$ cat src/rtl/fht_frame_loader_if.sv
// Sample stream and banked RAM write bus of the FHT frame loader.
// The slave side is the loader; the master side is the source/RAM environment.
interface fht_frame_loader_if #(
    parameter int D_BIT = 22,
    parameter int A_BIT = 8,
    parameter int BANKS = 4
);
    logic             iVALID;
    logic             oREADY;
    logic [D_BIT-1:0] iDATA;
    logic [BANKS-1:0] oWE;
    logic [A_BIT-1:0] oADDR_WR;
    logic [D_BIT-1:0] oDATA;

    modport master (
        output iVALID, iDATA,
        input  oREADY, oWE, oADDR_WR, oDATA
    );

    modport slave (
        input  iVALID, iDATA,
        output oREADY, oWE, oADDR_WR, oDATA
    );
endinterface

$ cat src/rtl/fht_frame_loader.sv
// Frame loader: spreads a valid/ready sample stream round-robin over the
// banked write port of fht_top, in natural or bit-reversed row order, with
// optional ADC fixed-point expansion; then starts the core and reports
// frame completion.
module fht_frame_loader #(
    parameter int ADC_WIDTH = 16,
    parameter int D_BIT     = 22,
    parameter int A_BIT     = 8,
    parameter int BANKS     = 4
) (
    input  logic iCLK,
    input  logic iRESET,
    input  logic iARM,
    input  logic iMODE,
    input  logic iSRC,
    input  logic iABORT,
    output logic oSTART,
    input  logic iCORE_RDY,
    output logic oBUSY,
    output logic oDONE,
    fht_frame_loader_if.slave s_bus
);
    localparam int BANK_BIT = $clog2(BANKS);
    localparam int CNT_W    = A_BIT + BANK_BIT;
    localparam logic [CNT_W-1:0] CNT_LAST = '1;

    typedef enum logic [2:0] {
        S_IDLE,
        S_LOAD,
        S_FLUSH,
        S_START,
        S_WAIT,
        S_DONE
    } state_t;

    state_t              r_state;
    state_t              w_next;
    logic [CNT_W-1:0]    r_cnt;
    logic                r_mode;
    logic                r_src;
    logic [1:0]          r_wait;
    logic                r_start;
    logic [BANKS-1:0]    r_we;
    logic [A_BIT-1:0]    r_addr;
    logic [D_BIT-1:0]    r_data;

    logic                w_ready;
    logic                w_accept;
    logic                w_blank_done;
    logic [BANK_BIT-1:0] w_bank;
    logic [A_BIT-1:0]    w_row;

    function automatic logic [A_BIT-1:0] bit_reverse(input logic [A_BIT-1:0] row);
        logic [A_BIT-1:0] v;
        for (int i = 0; i < A_BIT; i++) begin
            v[i] = row[A_BIT-1-i];
        end
        return v;
    endfunction

    // ADC samples are left-aligned so the sign bit lands on the datapath MSB.
    function automatic logic [D_BIT-1:0] expand_sample(input logic [D_BIT-1:0] d,
                                                       input logic src);
        logic [D_BIT-1:0] v;
        if (src) begin
            v = d;
        end else begin
            v = '0;
            v[ADC_WIDTH-1:0] = d[ADC_WIDTH-1:0];
            v = v << (D_BIT - ADC_WIDTH);
        end
        return v;
    endfunction

    // Abort gates ready so an abort-cycle sample is never taken.
    assign w_ready      = (r_state == S_LOAD) && !iABORT;
    assign w_accept     = s_bus.iVALID && w_ready;
    assign w_bank       = r_cnt[BANK_BIT-1:0];
    assign w_row        = r_cnt[CNT_W-1:BANK_BIT];
    assign w_blank_done = (r_wait == 2'd2);

    assign s_bus.oREADY   = w_ready;
    assign s_bus.oWE      = r_we;
    assign s_bus.oADDR_WR = r_addr;
    assign s_bus.oDATA    = r_data;
    assign oSTART         = r_start;
    assign oBUSY          = (r_state != S_IDLE);
    assign oDONE          = (r_state == S_DONE);

    // State register.
    always_ff @(posedge iCLK or negedge iRESET) begin
        if (!iRESET) begin
            r_state <= S_IDLE;
        end else begin
            r_state <= w_next;
        end
    end

    // Next-state logic; abort overrides every transition.
    always_comb begin
        w_next = r_state;
        case (r_state)
            S_IDLE:  if (iARM) w_next = S_LOAD;
            S_LOAD:  if (w_accept && (r_cnt == CNT_LAST)) w_next = S_FLUSH;
            S_FLUSH: w_next = S_START;
            S_START: w_next = S_WAIT;
            S_WAIT:  if (w_blank_done && iCORE_RDY) w_next = S_DONE;
            S_DONE:  w_next = S_IDLE;
            default: w_next = S_IDLE;
        endcase
        if (iABORT) begin
            w_next = S_IDLE;
        end
    end

    // Sample counter, latched frame options, WAIT blanking and start pulse.
    always_ff @(posedge iCLK or negedge iRESET) begin
        if (!iRESET) begin
            r_cnt   <= '0;
            r_mode  <= 1'b0;
            r_src   <= 1'b0;
            r_wait  <= 2'd0;
            r_start <= 1'b0;
        end else begin
            if (iABORT) begin
                r_cnt <= '0;
            end else if (w_accept) begin
                r_cnt <= r_cnt + CNT_W'(1);
            end
            if ((r_state == S_IDLE) && iARM && !iABORT) begin
                r_mode <= iMODE;
                r_src  <= iSRC;
            end
            if (r_state == S_WAIT) begin
                if (!w_blank_done) begin
                    r_wait <= r_wait + 2'd1;
                end
            end else begin
                r_wait <= 2'd0;
            end
            r_start <= (r_state == S_START) && !iABORT;
        end
    end

    // Registered bank write port; address and data hold between writes.
    always_ff @(posedge iCLK or negedge iRESET) begin
        if (!iRESET) begin
            r_we   <= '0;
            r_addr <= '0;
            r_data <= '0;
        end else begin
            r_we <= w_accept ? (BANKS'(1) << w_bank) : '0;
            if (w_accept) begin
                r_addr <= r_mode ? bit_reverse(w_row) : w_row;
                r_data <= expand_sample(s_bus.iDATA, r_src);
            end
        end
    end
endmodule

$ cat src/flat_wrapper.sv
// flat-port wrapper written by rule: the top's interface ports become plain ports
module fht_frame_loader_flat 
#(
    parameter int ADC_WIDTH = 16,
    parameter int D_BIT     = 22,
    parameter int A_BIT     = 8,
    parameter int BANKS     = 4
)
  (iCLK, iRESET, iARM, iMODE, iSRC, iABORT, oSTART, iCORE_RDY, oBUSY, oDONE, s_bus_iVALID, s_bus_iDATA, s_bus_oREADY, s_bus_oWE, s_bus_oADDR_WR, s_bus_oDATA);
  fht_frame_loader_if #(.D_BIT(D_BIT), .A_BIT(A_BIT), .BANKS(BANKS)) s_bus_i ();
  input  logic iCLK;
  input  logic iRESET;
  input  logic iARM;
  input  logic iMODE;
  input  logic iSRC;
  input  logic iABORT;
  output logic oSTART;
  input  logic iCORE_RDY;
  output logic oBUSY;
  output logic oDONE;
  input wire logic [$bits(s_bus_i.iVALID)-1:0] s_bus_iVALID;
  input wire logic [$bits(s_bus_i.iDATA)-1:0] s_bus_iDATA;
  output wire logic [$bits(s_bus_i.oREADY)-1:0] s_bus_oREADY;
  output wire logic [$bits(s_bus_i.oWE)-1:0] s_bus_oWE;
  output wire logic [$bits(s_bus_i.oADDR_WR)-1:0] s_bus_oADDR_WR;
  output wire logic [$bits(s_bus_i.oDATA)-1:0] s_bus_oDATA;
  assign s_bus_i.iVALID = s_bus_iVALID;
  assign s_bus_i.iDATA = s_bus_iDATA;
  assign s_bus_oREADY = s_bus_i.oREADY;
  assign s_bus_oWE = s_bus_i.oWE;
  assign s_bus_oADDR_WR = s_bus_i.oADDR_WR;
  assign s_bus_oDATA = s_bus_i.oDATA;
  fht_frame_loader #(.ADC_WIDTH(ADC_WIDTH), .D_BIT(D_BIT), .A_BIT(A_BIT), .BANKS(BANKS)) u_core (.iCLK(iCLK), .iRESET(iRESET), .iARM(iARM), .iMODE(iMODE), .iSRC(iSRC), .iABORT(iABORT), .oSTART(oSTART), .iCORE_RDY(iCORE_RDY), .oBUSY(oBUSY), .oDONE(oDONE), .s_bus(s_bus_i));
endmodule
$ cat config.mk
export PLATFORM = sky130hd
export DESIGN_NAME = fht_frame_loader_flat
export DESIGN_NICKNAME = d
export VERILOG_FILES = /design/src/rtl/fht_frame_loader_if.sv /design/src/rtl/fht_frame_loader.sv /design/src/flat_wrapper.sv
export SDC_FILE = /design/constraint.sdc
export NUM_CORES = 1
export LEC_CHECK = 0
export ABC_CLOCK_PERIOD_IN_PS = 3800
export BUFFER_PORTS_ARGS = -buffer_cell sky130_fd_sc_hd__buf_2
export CORE_MARGIN = 2
export CORE_UTILIZATION = 56
export CTS_CLUSTER_SIZE = 10
export DETAILED_ROUTE_END_ITERATION = 10
export PLACE_DENSITY_LB_ADDON = 0.12
export SLEW_MARGIN = 10
export SYNTH_ARGS = -nofsm -noshare
export SYNTH_HDL_FRONTEND = slang
export SYNTH_SLANG_ARGS = --single-unit
$ cat constraint.sdc
create_clock -name iCLK -period 3.8 [get_ports iCLK]
set_input_delay 0.76 -clock iCLK [delete_from_list [all_inputs] [get_ports iCLK]]
set_output_delay 0.76 -clock iCLK [all_outputs]
set_load 0.005 [all_outputs]
==> impl_metrics.json <==
{
  "slowest_stage": "or4b_1",
  "avgSynthCellArea_sq_um": 10.44,
  "multi_input_area_sq_um": 1071,
  "end_kind": "primary output",
  "p_sw_w": 0.0004277,
  "hold_path.class": "input port to asynchronous set/reset pin",
  "routedWlPerCell_um": 15.61,
  "synth_edf_count": 0,
  "path_cells": "buf_2, or4b_1, inv_1, buf_2",
  "crit_path_max_fanout": 24,
  "dpl.cell_count": 340,
  "initial_utilization": 0.5763,
  "gp_congestion": 0.7845,
  "cts_tree": "built",
  "final-seq-area_sq_um": 1301,
  "finalHoldViolCount": 0,
  "synth_top_area_share": 0.5258,
  "power.density_nw_per_um2": 484.1,
  "relSlewSlack": 0.3133,
  "ir_worst_vdd_mv": 0.2680,
  "via_count": 2014,
  "max_stage_delay_ns": 0.85,
  "fin_util": 0.6777,
  "netlist_area_sq_um": 2475,
  "synthFlopType": "dfrtp_1",
  "synth-seq-area-share": 0.5258,
  "fin_skew_ns": 0.004825,
  "comb_power_share": 0.240,
  "synth-seq-cells": 52,
  "synth_area_leader_cell": "dfrtp_1",
  "clockPowerShare": 0.225,
  "dieArea_sq_um": 4967,
  "post_cts_buffers": 0,
  "place_hpwl_um": 3706,
  "grt_usage": 0.2261,
  "area_delta_synth_final_pct": 17.59,
  "numClockSinks": 52,
  "power_frac_seq": 0.535,
  "p_leak_nw": 1.437,
  "drt_pass1_iterations": 4,
  "maxSlewViolCount": 0,
  "nets": 330,
  "drt_iter0_markers": 122,
  "async_flop_share": 1.000,
  "rows": 24,
  "grt_pass1_wl_um": 8728,
  "path_class": "input port to primary output",
  "grt_pass1_vias": 1774,
  "cp_num_buf_inv": 3,
  "max_freq_ghz": 0.3487,
  "core_sq_um": 4294,
  "total_power_w": 0.001409,
  "min_period_ns": 2.868,
  "vias_per_cell": 5.787,
  "path_common_cell": "buf_2",
  "ant_nets": 0,
  "setup_viol_count_final": 0,
  "portBuffers": 67,
  "overflow": 0,
  "startpoint_type": "input port",
  "netlist_instances": 237,
  "syn_nets": 272,
  "post_route_cells_drive_above_1_share": 0.2872,
  "grt_max_degree": 35,
  "cp.required_ns": 3.04,
  "io_pins": 68,
  "htreeDepth": 2,
  "rsz0062_at_grt": "false",
  "die_h_um": 70.48,
  "worstPathArrival_ns": 2.11,
  "ctsResizeCount": 0,
  "crit_family": "simple AND/OR/NAND/NOR gates",
  "cts_hold_buffers": 0,
  "synth.distinct_cells": 33,
  "maxCapViolations": 0,
  "p_int_w": 0.0009812,
  "clkLatencyLatePin_ns": 0.30,
  "drc_errors": 0,
  "die-width_um": 70.48,
  "cts_inserted_buffers": 5,
  "cts_root_buf": "clkbuf_8",
  "fin_cells": 348,
  "insertedDiodeCount": 0,
  "tns_ns": 0,
  "routed_wl_um": 5431,
  "p_sw_frac": 0.3036,
  "fillers": 353,
  "synth_area_leaders": "dfrtp_1 (53%), a21oi_1 (11%), mux2i_1 (11%)",
  "tightestPinTransition_ns": 1.030,
  "path_clk_slew_ns": 0.08,
  "status": "finished, final reports clean",
  "yosysWarnings": 0,
  "timing.final.crit_share": 0.7547,
  "antenna_found_initial": 0,
  "cts_max_path_buffers": 2
}
==> synth_stat cells, types with 2 or more instances <==
cell and n:
nand3b_1 3, or3_1 2, a21oi_1 52, and3_1 5, nor2b_1 2, nor4_1 2
nand2_1 13, nor2_1 8, mux2i_1 26, clkbuf_1 12, mux2_2 5, o31ai_1 9
nand3_1 3, nand4_1 4, ha_1 5, o21ai_0 7, dfrtp_1 52, inv_1 6
buf_2 7
==> flip-flops by register name (all words and copies together), names as in the netlist <==
name and cells:
u_core.s_bus.oWE 4, u_core.s_bus.oADDR_WR 8, u_core.oSTART 1, u_core.r_cnt 10, u_core.r_mode 1, u_core.s_bus.oDATA 22, u_core.r_src 1, u_core.r_wait 2
u_core.r_state 3
==> logic make-up after synthesis <==
logic type	synth area share
flops	0.5258
xor+xnor	0.003540
mux	0.1279
compound gates	0.1673
fa+ha+maj	0.02528
simple gates	0.1087
buf+inv	0.04145
==> layout make-up <==
type,instances,area share
inverter,6,0.007739
multi-input combinational,160,0.3680
clock buffer,6,0.02837
tap,52,0.02236
sequential,52,0.4471
timing repair buffer,70,0.1230
clock inverter,2,0.003439
==> per-layer routing <==
layer  routed length, um  vias up  GRT usage
li1                    -      977          -
met3                 264        9    0.05195
met2                2556       55     0.3459
met1                2522      973     0.3143
met5                   0        -          0
met4                  88        0    0.08547
==> per-stage QoR <==
stage / worst slack [ns] / hold slack (ns) / instance area (sq um)
after global placement: 0.8924 / 0.4895 / 2818
after global routing: 0.8647 / 0.4479 / 2910
after detailed placement: 0.8027 / 0.4932 / 2818
final: 0.9320 / 0.4172 / 2910
after CTS: 0.9276 / 0.4291 / 2910
after floorplan: 1.392 / 0.4644 / 2475
==> layout by cell type, fill, tap and decap left out, types with 2 or more instances in the layout <==
cell,n
nor2_1,8
nand4_1,4
nor2b_1,2
nand3b_1,3
and3_1,5
or3_1,2
inv_1,6
o21ai_0,7
buf_4,3
mux2i_1,26
mux2_2,5
clkinv_2,2
dfrtp_1,52
nor4_1,2
ha_1,5
nand2_1,13
a21oi_1,52
nand3_1,3
clkbuf_8,6
o31ai_1,9
buf_2,67
==> path summary, 6_finish.rpt <==
path	start	to	slack, ns	depth (start not counted)
setup / recovery	iABORT	s_bus_oREADY	0.93	4
hold / removal	iRESET	u_core.r_wait[1]	0.42	1
setup reg to reg	u_core.r_state[1]	u_core.s_bus.oDATA[21]	1.22	4
hold reg to reg	u_core.s_bus.oDATA[0]	u_core.s_bus.oDATA[0]	0.51	2
max in group asynchronous	iRESET	u_core.r_state[1]	2.61	2
min in group iCLK	u_core.s_bus.oDATA[0]	u_core.s_bus.oDATA[0]	0.51	2
==> power by group through the flow <==
stage	clock [W]	combinational [W]	sequential [W]
6_report	0.000317	0.000337	0.000754
3_5_place_dp	0	0.000340	0.000761
3_3_place_gp	0	0.000332	0.000761
4_1_cts	0.000328	0.000342	0.000753
5_1_grt	0.000350	0.000379	0.000768
2_1_floorplan	0	0.000192	0.000737
No activity file was read; power rests on OpenSTA's default activity.
